<file path="src/rtl/rom_rr_arbiter_if.sv">
// Requester/ROM-side signal bundle for rom_rr_arbiter.
// The arbiter connects through the slave modport; requesters and the ROM model use master.
interface rom_rr_arbiter_if #(
    parameter int NREQ = 4,
    parameter int AW   = 4,
    parameter int DW   = 4
);
    logic [NREQ-1:0]    req;
    logic [NREQ*AW-1:0] addr_in;
    logic [NREQ-1:0]    gnt;
    logic [NREQ-1:0]    rd_valid;
    logic [DW-1:0]      rd_data;
    logic               rom_en;
    logic [AW-1:0]      rom_addr;
    logic [DW-1:0]      rom_data;

    modport master (
        output req, addr_in, rom_data,
        input  gnt, rd_valid, rd_data, rom_en, rom_addr
    );

    modport slave (
        input  req, addr_in, rom_data,
        output gnt, rd_valid, rd_data, rom_en, rom_addr
    );
endinterface

</file>
<file path="src/rtl/rom_rr_arbiter.sv">
// Round-robin arbiter sharing one registered ROM port among NREQ requesters, with return routing.
// Define ROM_ARB_STATS_EN to add the per-requester 8-bit grant counters on port gnt_cnt.
module rom_rr_arbiter #(
    parameter int NREQ = 4,
    parameter int AW   = 4,
    parameter int DW   = 4
) (
    input  logic                 clk,
    input  logic                 rst_n,
    rom_rr_arbiter_if.slave      bus
`ifdef ROM_ARB_STATS_EN
    ,
    output logic [NREQ*8-1:0]    gnt_cnt
`endif
);
    localparam int PW = (NREQ > 1) ? $clog2(NREQ) : 1;

    logic [PW-1:0]   ptr;
    logic [PW-1:0]   winner;
    logic [NREQ-1:0] win_oh;
    logic            any_req;
    logic [AW-1:0]   addr_arr [NREQ];

    logic            s1_vld;
    logic [PW-1:0]   s1_own;
    logic            s2_vld;
    logic [PW-1:0]   s2_own;
    logic [NREQ-1:0] s2_oh;

    assign any_req = |bus.req;

    // Scan from the requester after the last winner, wrapping, so priority rotates.
    always_comb begin
        logic          found;
        logic [PW-1:0] cand;
        found  = 1'b0;
        cand   = '0;
        winner = ptr;
        for (int i = 1; i <= NREQ; i++) begin
            cand = PW'((int'(ptr) + i) % NREQ);
            if (!found && bus.req[cand]) begin
                winner = cand;
                found  = 1'b1;
            end
        end
    end

    always_comb begin
        win_oh         = '0;
        win_oh[winner] = 1'b1;
        s2_oh          = '0;
        s2_oh[s2_own]  = 1'b1;
        for (int i = 0; i < NREQ; i++) begin
            addr_arr[i] = bus.addr_in[i*AW +: AW];
        end
    end

    always_ff @(posedge clk or negedge rst_n) begin
        if (!rst_n) begin
            bus.gnt      <= '0;
            bus.rom_en   <= 1'b0;
            bus.rom_addr <= '0;
            ptr          <= PW'(NREQ - 1);
            s1_vld       <= 1'b0;
            s1_own       <= '0;
        end else if (any_req) begin
            bus.gnt      <= win_oh;
            bus.rom_en   <= 1'b1;
            bus.rom_addr <= addr_arr[winner];
            ptr          <= winner;
            s1_vld       <= 1'b1;
            s1_own       <= winner;
        end else begin
            bus.gnt      <= '0;
            bus.rom_en   <= 1'b0;
            s1_vld       <= 1'b0;
        end
    end

    // Owner tag follows the read through the ROM's one-cycle register, then steers the return.
    always_ff @(posedge clk or negedge rst_n) begin
        if (!rst_n) begin
            s2_vld       <= 1'b0;
            s2_own       <= '0;
            bus.rd_valid <= '0;
            bus.rd_data  <= '0;
        end else begin
            s2_vld       <= s1_vld;
            s2_own       <= s1_own;
            bus.rd_valid <= s2_vld ? s2_oh : '0;
            if (s2_vld) begin
                bus.rd_data <= bus.rom_data;
            end
        end
    end

`ifdef ROM_ARB_STATS_EN
    always_ff @(posedge clk or negedge rst_n) begin
        if (!rst_n) begin
            gnt_cnt <= '0;
        end else if (any_req) begin
            for (int i = 0; i < NREQ; i++) begin
                if (win_oh[i]) begin
                    gnt_cnt[i*8 +: 8] <= gnt_cnt[i*8 +: 8] + 8'd1;
                end
            end
        end
    end
`endif

endmodule

</file>
<file path="src/flat_wrapper.sv">
// flat-port wrapper written by rule: the top's interface ports become plain ports
module rom_rr_arbiter_flat 
#(
    parameter int NREQ = 4,
    parameter int AW   = 4,
    parameter int DW   = 4
)
  (clk, rst_n, bus_req, bus_addr_in, bus_rom_data, bus_gnt, bus_rd_valid, bus_rd_data, bus_rom_en, bus_rom_addr);
  rom_rr_arbiter_if #(.NREQ(NREQ), .AW(AW), .DW(DW)) bus_i ();
  input  logic clk;
  input  logic rst_n;
  input wire logic [$bits(bus_i.req)-1:0] bus_req;
  input wire logic [$bits(bus_i.addr_in)-1:0] bus_addr_in;
  input wire logic [$bits(bus_i.rom_data)-1:0] bus_rom_data;
  output wire logic [$bits(bus_i.gnt)-1:0] bus_gnt;
  output wire logic [$bits(bus_i.rd_valid)-1:0] bus_rd_valid;
  output wire logic [$bits(bus_i.rd_data)-1:0] bus_rd_data;
  output wire logic [$bits(bus_i.rom_en)-1:0] bus_rom_en;
  output wire logic [$bits(bus_i.rom_addr)-1:0] bus_rom_addr;
  assign bus_i.req = bus_req;
  assign bus_i.addr_in = bus_addr_in;
  assign bus_i.rom_data = bus_rom_data;
  assign bus_gnt = bus_i.gnt;
  assign bus_rd_valid = bus_i.rd_valid;
  assign bus_rd_data = bus_i.rd_data;
  assign bus_rom_en = bus_i.rom_en;
  assign bus_rom_addr = bus_i.rom_addr;
  rom_rr_arbiter #(.NREQ(NREQ), .AW(AW), .DW(DW)) u_core (.clk(clk), .rst_n(rst_n), .bus(bus_i));
endmodule
</file>
<file path="config.mk">
export PLATFORM = sky130hd
export DESIGN_NAME = rom_rr_arbiter_flat
export DESIGN_NICKNAME = d
export VERILOG_FILES = /design/src/rtl/rom_rr_arbiter_if.sv /design/src/rtl/rom_rr_arbiter.sv /design/src/flat_wrapper.sv
export SDC_FILE = /design/constraint.sdc
export NUM_CORES = 1
export LEC_CHECK = 0
export BUFFER_PORTS_ARGS = -buffer_cell sky130_fd_sc_hd__buf_2
export CORE_MARGIN = 1
export CORE_UTILIZATION = 40
export CTS_BUF_LIST = sky130_fd_sc_hd__clkbuf_16
export CTS_CLUSTER_SIZE = 10
export DETAILED_ROUTE_END_ITERATION = 12
export GPL_TIMING_DRIVEN = 1
export PLACE_DENSITY = 0.71
export SYNTH_ARGS = -nofsm -noshare
export SYNTH_HDL_FRONTEND = slang
export SYNTH_SLANG_ARGS = --single-unit
export TNS_END_PERCENT = 5
</file>
<file path="constraint.sdc">
create_clock -name clk -period 1.8 [get_ports clk]
set_clock_uncertainty 0.05 [all_clocks]
set_input_delay 0.45 -clock clk [delete_from_list [all_inputs] [get_ports clk]]
set_output_delay 0.45 -clock clk [all_outputs]
set_load 0.1 [all_outputs]
</file>
After elaboration in Yosys (flattened, before gate mapping)
Cells that the tools add are included.
- input port bits: 26
- output and inout port bits: 17
- bits in registers: 24
- muxes and demuxes: 25
- add/sub/neg operators: 4
- order comparisons: 9
- bitwise logic cells: 1
- reduce and logical (&&, ||, !) cells: 9
- operators with widths (cell ; number):
    $lt A2 B3 Y1 const B ; 6
    $mux W4 ; 4
    $mux W1 ; 10
    $bmux W1 S2 ; 4
    $bmux W4 S2 ; 1
    $mux W2 ; 4
    $logic_and A1 B1 Y1 ; 5
    $add A2 B1 Y2 const B ; 2
    $add A2 B2 Y2 const B ; 2
    $demux W1 S2 ; 2
    $ge A2 B1 Y1 const B ; 2
    $reduce_or A4 Y1 ; 1
    $ge A3 B3 Y1 const B ; 1
    $logic_not A1 Y1 ; 3
    $not A2 Y3 ; 1

Depth between registers and ports, before layout
- depth in word-level cells: 18
- mapped depth: 7
- mapped depth without buffers: 6

Worst setup path before layout
No wires, ideal clock.
- kind: input -> register
- start point: input bus_req[2]
- end point: register u_core.bus.rom_addr[3]
- data arrival time: 1781 ps
- cell stages on the path: 5
- path slack: -153 ps
- data required time: 1627 ps
- library setup time: 123 ps
- cells stage by stage: nor4_4 -> inv_2 -> and3_1 -> a221o_1 -> a32o_2
- RTL lines (what ; RTL line ; RTL):
    start, declared ; flat_wrapper.sv:12 ; input wire logic [$bits(bus_i.req)-1:0] bus_req;
    $reduce_or A4 Y1 ; rom_rr_arbiter.sv:30 ; assign any_req = |bus.req;
    net u_core.any_req ; rom_rr_arbiter.sv:21 ; logic any_req;
    end signal, assigned ; rom_rr_arbiter.sv:69 ; bus.rom_addr <= addr_arr[winner];
    end, declared ; rom_rr_arbiter_if.sv:24 ; output gnt, rd_valid, rd_data, rom_en, rom_addr
The timed path passes the listed nets, and every way through them passes these cells. The select of a mux whose other input is x is not followed.
A chain may end at the register's enable or synchronous reset.

Final worst setup path
- start point: register u_core.ptr[0]
- end point: register u_core.bus.rom_addr[3]
- word-level cells in the longest chain between the ends: 17
- ends and longest elaborated chain (what ; RTL line ; RTL):
    start, declared ; rom_rr_arbiter.sv:18 ; logic [PW-1:0] ptr;
    start signal, assigned ; rom_rr_arbiter.sv:63 ; ptr <= PW'(NREQ - 1);
    start signal, assigned ; rom_rr_arbiter.sv:70 ; ptr <= winner;
    $add A2 B1 Y2 ; rom_rr_arbiter.sv:40 ; cand = PW'((int'(ptr) + i) % NREQ);
    $bmux W1 S2 ; rom_rr_arbiter.sv:41 ; if (!found && bus.req[cand]) begin
    $mux W1 (not written as such) ; rom_rr_arbiter.sv:41 ;
    $mux W1 ; rom_rr_arbiter.sv:41 ;
    $logic_not A1 Y1 ; rom_rr_arbiter.sv:41 ;
    $logic_and A1 B1 Y1 ; rom_rr_arbiter.sv:41 ;
    $mux W1 ; rom_rr_arbiter.sv:41 ;
    $logic_not A1 Y1 ; rom_rr_arbiter.sv:41 ;
    $logic_and A1 B1 Y1 ; rom_rr_arbiter.sv:41 ;
    $mux W1 ; rom_rr_arbiter.sv:41 ;
    $logic_not A1 Y1 ; rom_rr_arbiter.sv:41 ;
    $logic_and A1 B1 Y1 ; rom_rr_arbiter.sv:41 ;
    $mux W2 * ; rom_rr_arbiter.sv:41 ;
    $not A2 Y3 (not written as such) * ; rom_rr_arbiter.sv:69 ;
    $bmux W4 S2 * ; rom_rr_arbiter.sv:69 ;
    $mux W4 (not written as such) * (2 in series) ; rom_rr_arbiter.sv:69 ;
Mark *: on every way between the ends. The rest lies on a longest branch, timed or not. The select of a mux whose other input is x is not followed.

==> run metrics <==
initial antenna violation count=0; TritonCTS clock tree=built; post-synthesis area per instance=11.8 um2; Rel. slew slack=between 60% and 70%; RD Place Congestion=approximately 0.77; Root Driver=clkbuf_16; vias=between 800 and 900; core box area=roughly 2500 um2; Crit Path Category=flop to flop; Slew Viols, Final=0; GR Util All Layers=16.4%; Syn-to-layout area delta=37.7%; total setup buffers inserted after CTS=0; Synth Cell Area=between 1000 and 1500 um2; fillers=210; dominant synthesized flop cell=dfrtp_1; Synth cell types=28; max cap viols=0; FMAX=around 520 MHz; CTS max path bufs=2; Seq cells post-synth=24; minimum clock period=about 1.9 ns; setup slack after layout=-0.112 ns; number of global-route vias before repair=813; HPWL after DPL=1680 um; layout cell share with drive strength beyond 1=approximately 52%; setup violators final=4; Inst Count DP=between 150 and 200; H-tree depth=1; utilization of the core after routing=about three fifths; Worst-path clk slew=~0.06 ns; Least-Margin Pin Slew=slightly above 0.5 ns; final hold vios=0; initial DRC count=12; final antenna-violating net count=0; DRC=0; crit path max fanout=7; Starting Density=between 40% and 50%; Tcrit/Tclk final=106%; syn nets=114; total CTS buffers=3; critical path capture point type=flop; first-pass GRT wire length=3280 um; vias per cell=5.11; final std cells w/o fill=around 170; Skew-Pair Late Insertion Delay=0.25 ns; post-synthesis cell count=88; status=complete, but fails checks; gr ovfl total=0; failing checks=setup timing; post-DR wirelength/cell=12.1 um; TritonRoute pass-1 iters=4; Worst setup SP type=flop; Worst EP required=between 1.5 and 2 ns; Die Area=between 2000 and 3000 um2; hold_buf cts=0; largest net degree at the start of global routing=25; Clock Sinks=24; number of core rows=18; Post-synth EDFFs=0; final WL=2070 um; Die Y=between 50 and 60 um; RSZ-0062 raised after global routing=true; Final #Nets=between 150 and 200; WP data arrival=between 2 and 2.5 ns; Post-synth ARST share=100%; Boundary Pins=43; Hold WC Path Type=input pin to asynchronous set/reset pin; IO Port Bufs=between 40 and 50; Warnings, synthesis=0; register area share after synthesis=about three fifths; ant diodes=0; Die Wd=roughly 53 um
worst paths after layout:
check / from / end / slack [ns] / cells after the start
setup reg to reg: u_core.ptr[0] / u_core.bus.rom_addr[3] / -0.11 / 5
min in group clk: u_core.s1_own[0] / u_core.s2_own[0] / 0.32 / 0
max in group asynchronous: rst_n / u_core.ptr[1] / 1.23 / 1
setup / recovery: u_core.ptr[0] / u_core.bus.rom_addr[3] / -0.11 / 5
hold reg to reg: u_core.s1_own[0] / u_core.s2_own[0] / 0.32 / 0
hold / removal: rst_n / u_core.bus.rd_data[3] / 0.11 / 1
flip-flops by register name, summed over array words and instances (netlist names):
| register | count |
|---|---|
| u_core.bus.rom_en | 1 |
| u_core.bus.rom_addr | 4 |
| u_core.s2_own | 2 |
| u_core.bus.gnt | 4 |
| u_core.ptr | 2 |
| u_core.bus.rd_valid | 4 |
| u_core.s1_own | 2 |
| u_core.bus.rd_data | 4 |
| u_core.s2_vld | 1 |
layout by cell type, fill, tap and decap left out:
master,count
buf_4,10
a31oi_1,1
and2b_1,1
dfstp_2,2
and2_1,1
nor2b_2,1
nor2_1,8
mux2_2,4
o31ai_1,1
a221oi_1,1
a21oi_1,2
nor3_1,2
inv_2,2
dfrtp_1,22
a221o_1,3
o21bai_2,1
a32o_2,3
nor2b_1,2
buf_2,42
or3_1,6
nand2_1,7
o21bai_1,1
or3b_4,1
and3_1,5
and2_4,1
nor4_4,1
o21ai_2,1
clkbuf_16,3
clkinv_1,1
and3_2,2
nor3b_1,3
layout make-up:
cell class	instances	area [um2]	share of cell area, %
clock buffers	3	75.1	5.25
clock inverters	1	3.75	0.262
inverters	2	7.51	0.525
multi-input cells	59	418	29.2
flip-flops and latches	24	603	42.2
well taps	30	37.5	2.62
repair buffers	52	285	19.9
cell families after synthesis:
group | share of synthesized area [%]
buffers and inverters | 2.89
and+or+nand+nor | 23.5
muxes | 4.34
AOI/OAI and AO/OA | 11.2
DFF | 58.1
synth_stat cells (2+ instances only):
cell type / number / area [um2]
and3_1: 5 / 31.3
o21bai_1: 2 / 15.0
and3_2: 2 / 15.0
nor2_1: 8 / 30.0
dfrtp_1: 22 / 551
inv_2: 2 / 7.51
nor2b_1: 3 / 18.8
dfstp_2: 2 / 52.6
nand2_1: 7 / 26.3
mux2_2: 4 / 45.0
nor3b_1: 3 / 22.5
or3_1: 6 / 37.5
a32o_2: 3 / 33.8
a21oi_1: 2 / 10.0
nor3_1: 2 / 10.0
a221o_1: 3 / 30.0
what timing repair did:
| item | CTS | global route |
|---|---|---|
| pin swaps | 1 | 1 |
| gates resized for setup | 0 | 4 |
| endpoints found under the setup margin | 4 | 4 |
worst max-delay path, cell delays in order, from the launching register on:
cell	delay, ns
dfstp_2	0.56
nor2b_2	0.05
or3b_4	0.37
and2_4	0.19
or3_1	0.31
a32o_2	0.27
stage by stage:
stage	instance area (um2)	TNS (ns)	hold WS (ns)	setup slack [ns]
4_1_cts	1420	-0.361	0.132	-0.116
3_5_place_dp	1340	-1.01	0.314	-0.266
2_1_floorplan	1040	-0.387	0.104	-0.145
5_1_grt	1430	-0.480	0.147	-0.141
6_report	1430	-0.327	0.110	-0.112
3_3_place_gp	1340	-0.827	0.311	-0.214
per-layer routing:
layer / up-vias / GRT usage, % / part of all wire (%)
met1: 413 / 18.3 / 40
met5: - / 0 / 0
met4: 0 / 8.33 / 0.72
li1: 423 / - / -
met2: 36 / 29.1 / 52
met3: 2 / 3.45 / 6.9
Power is not shown: default switching activity piles up to over one toggle a cycle in this logic, so the estimate is an artifact.
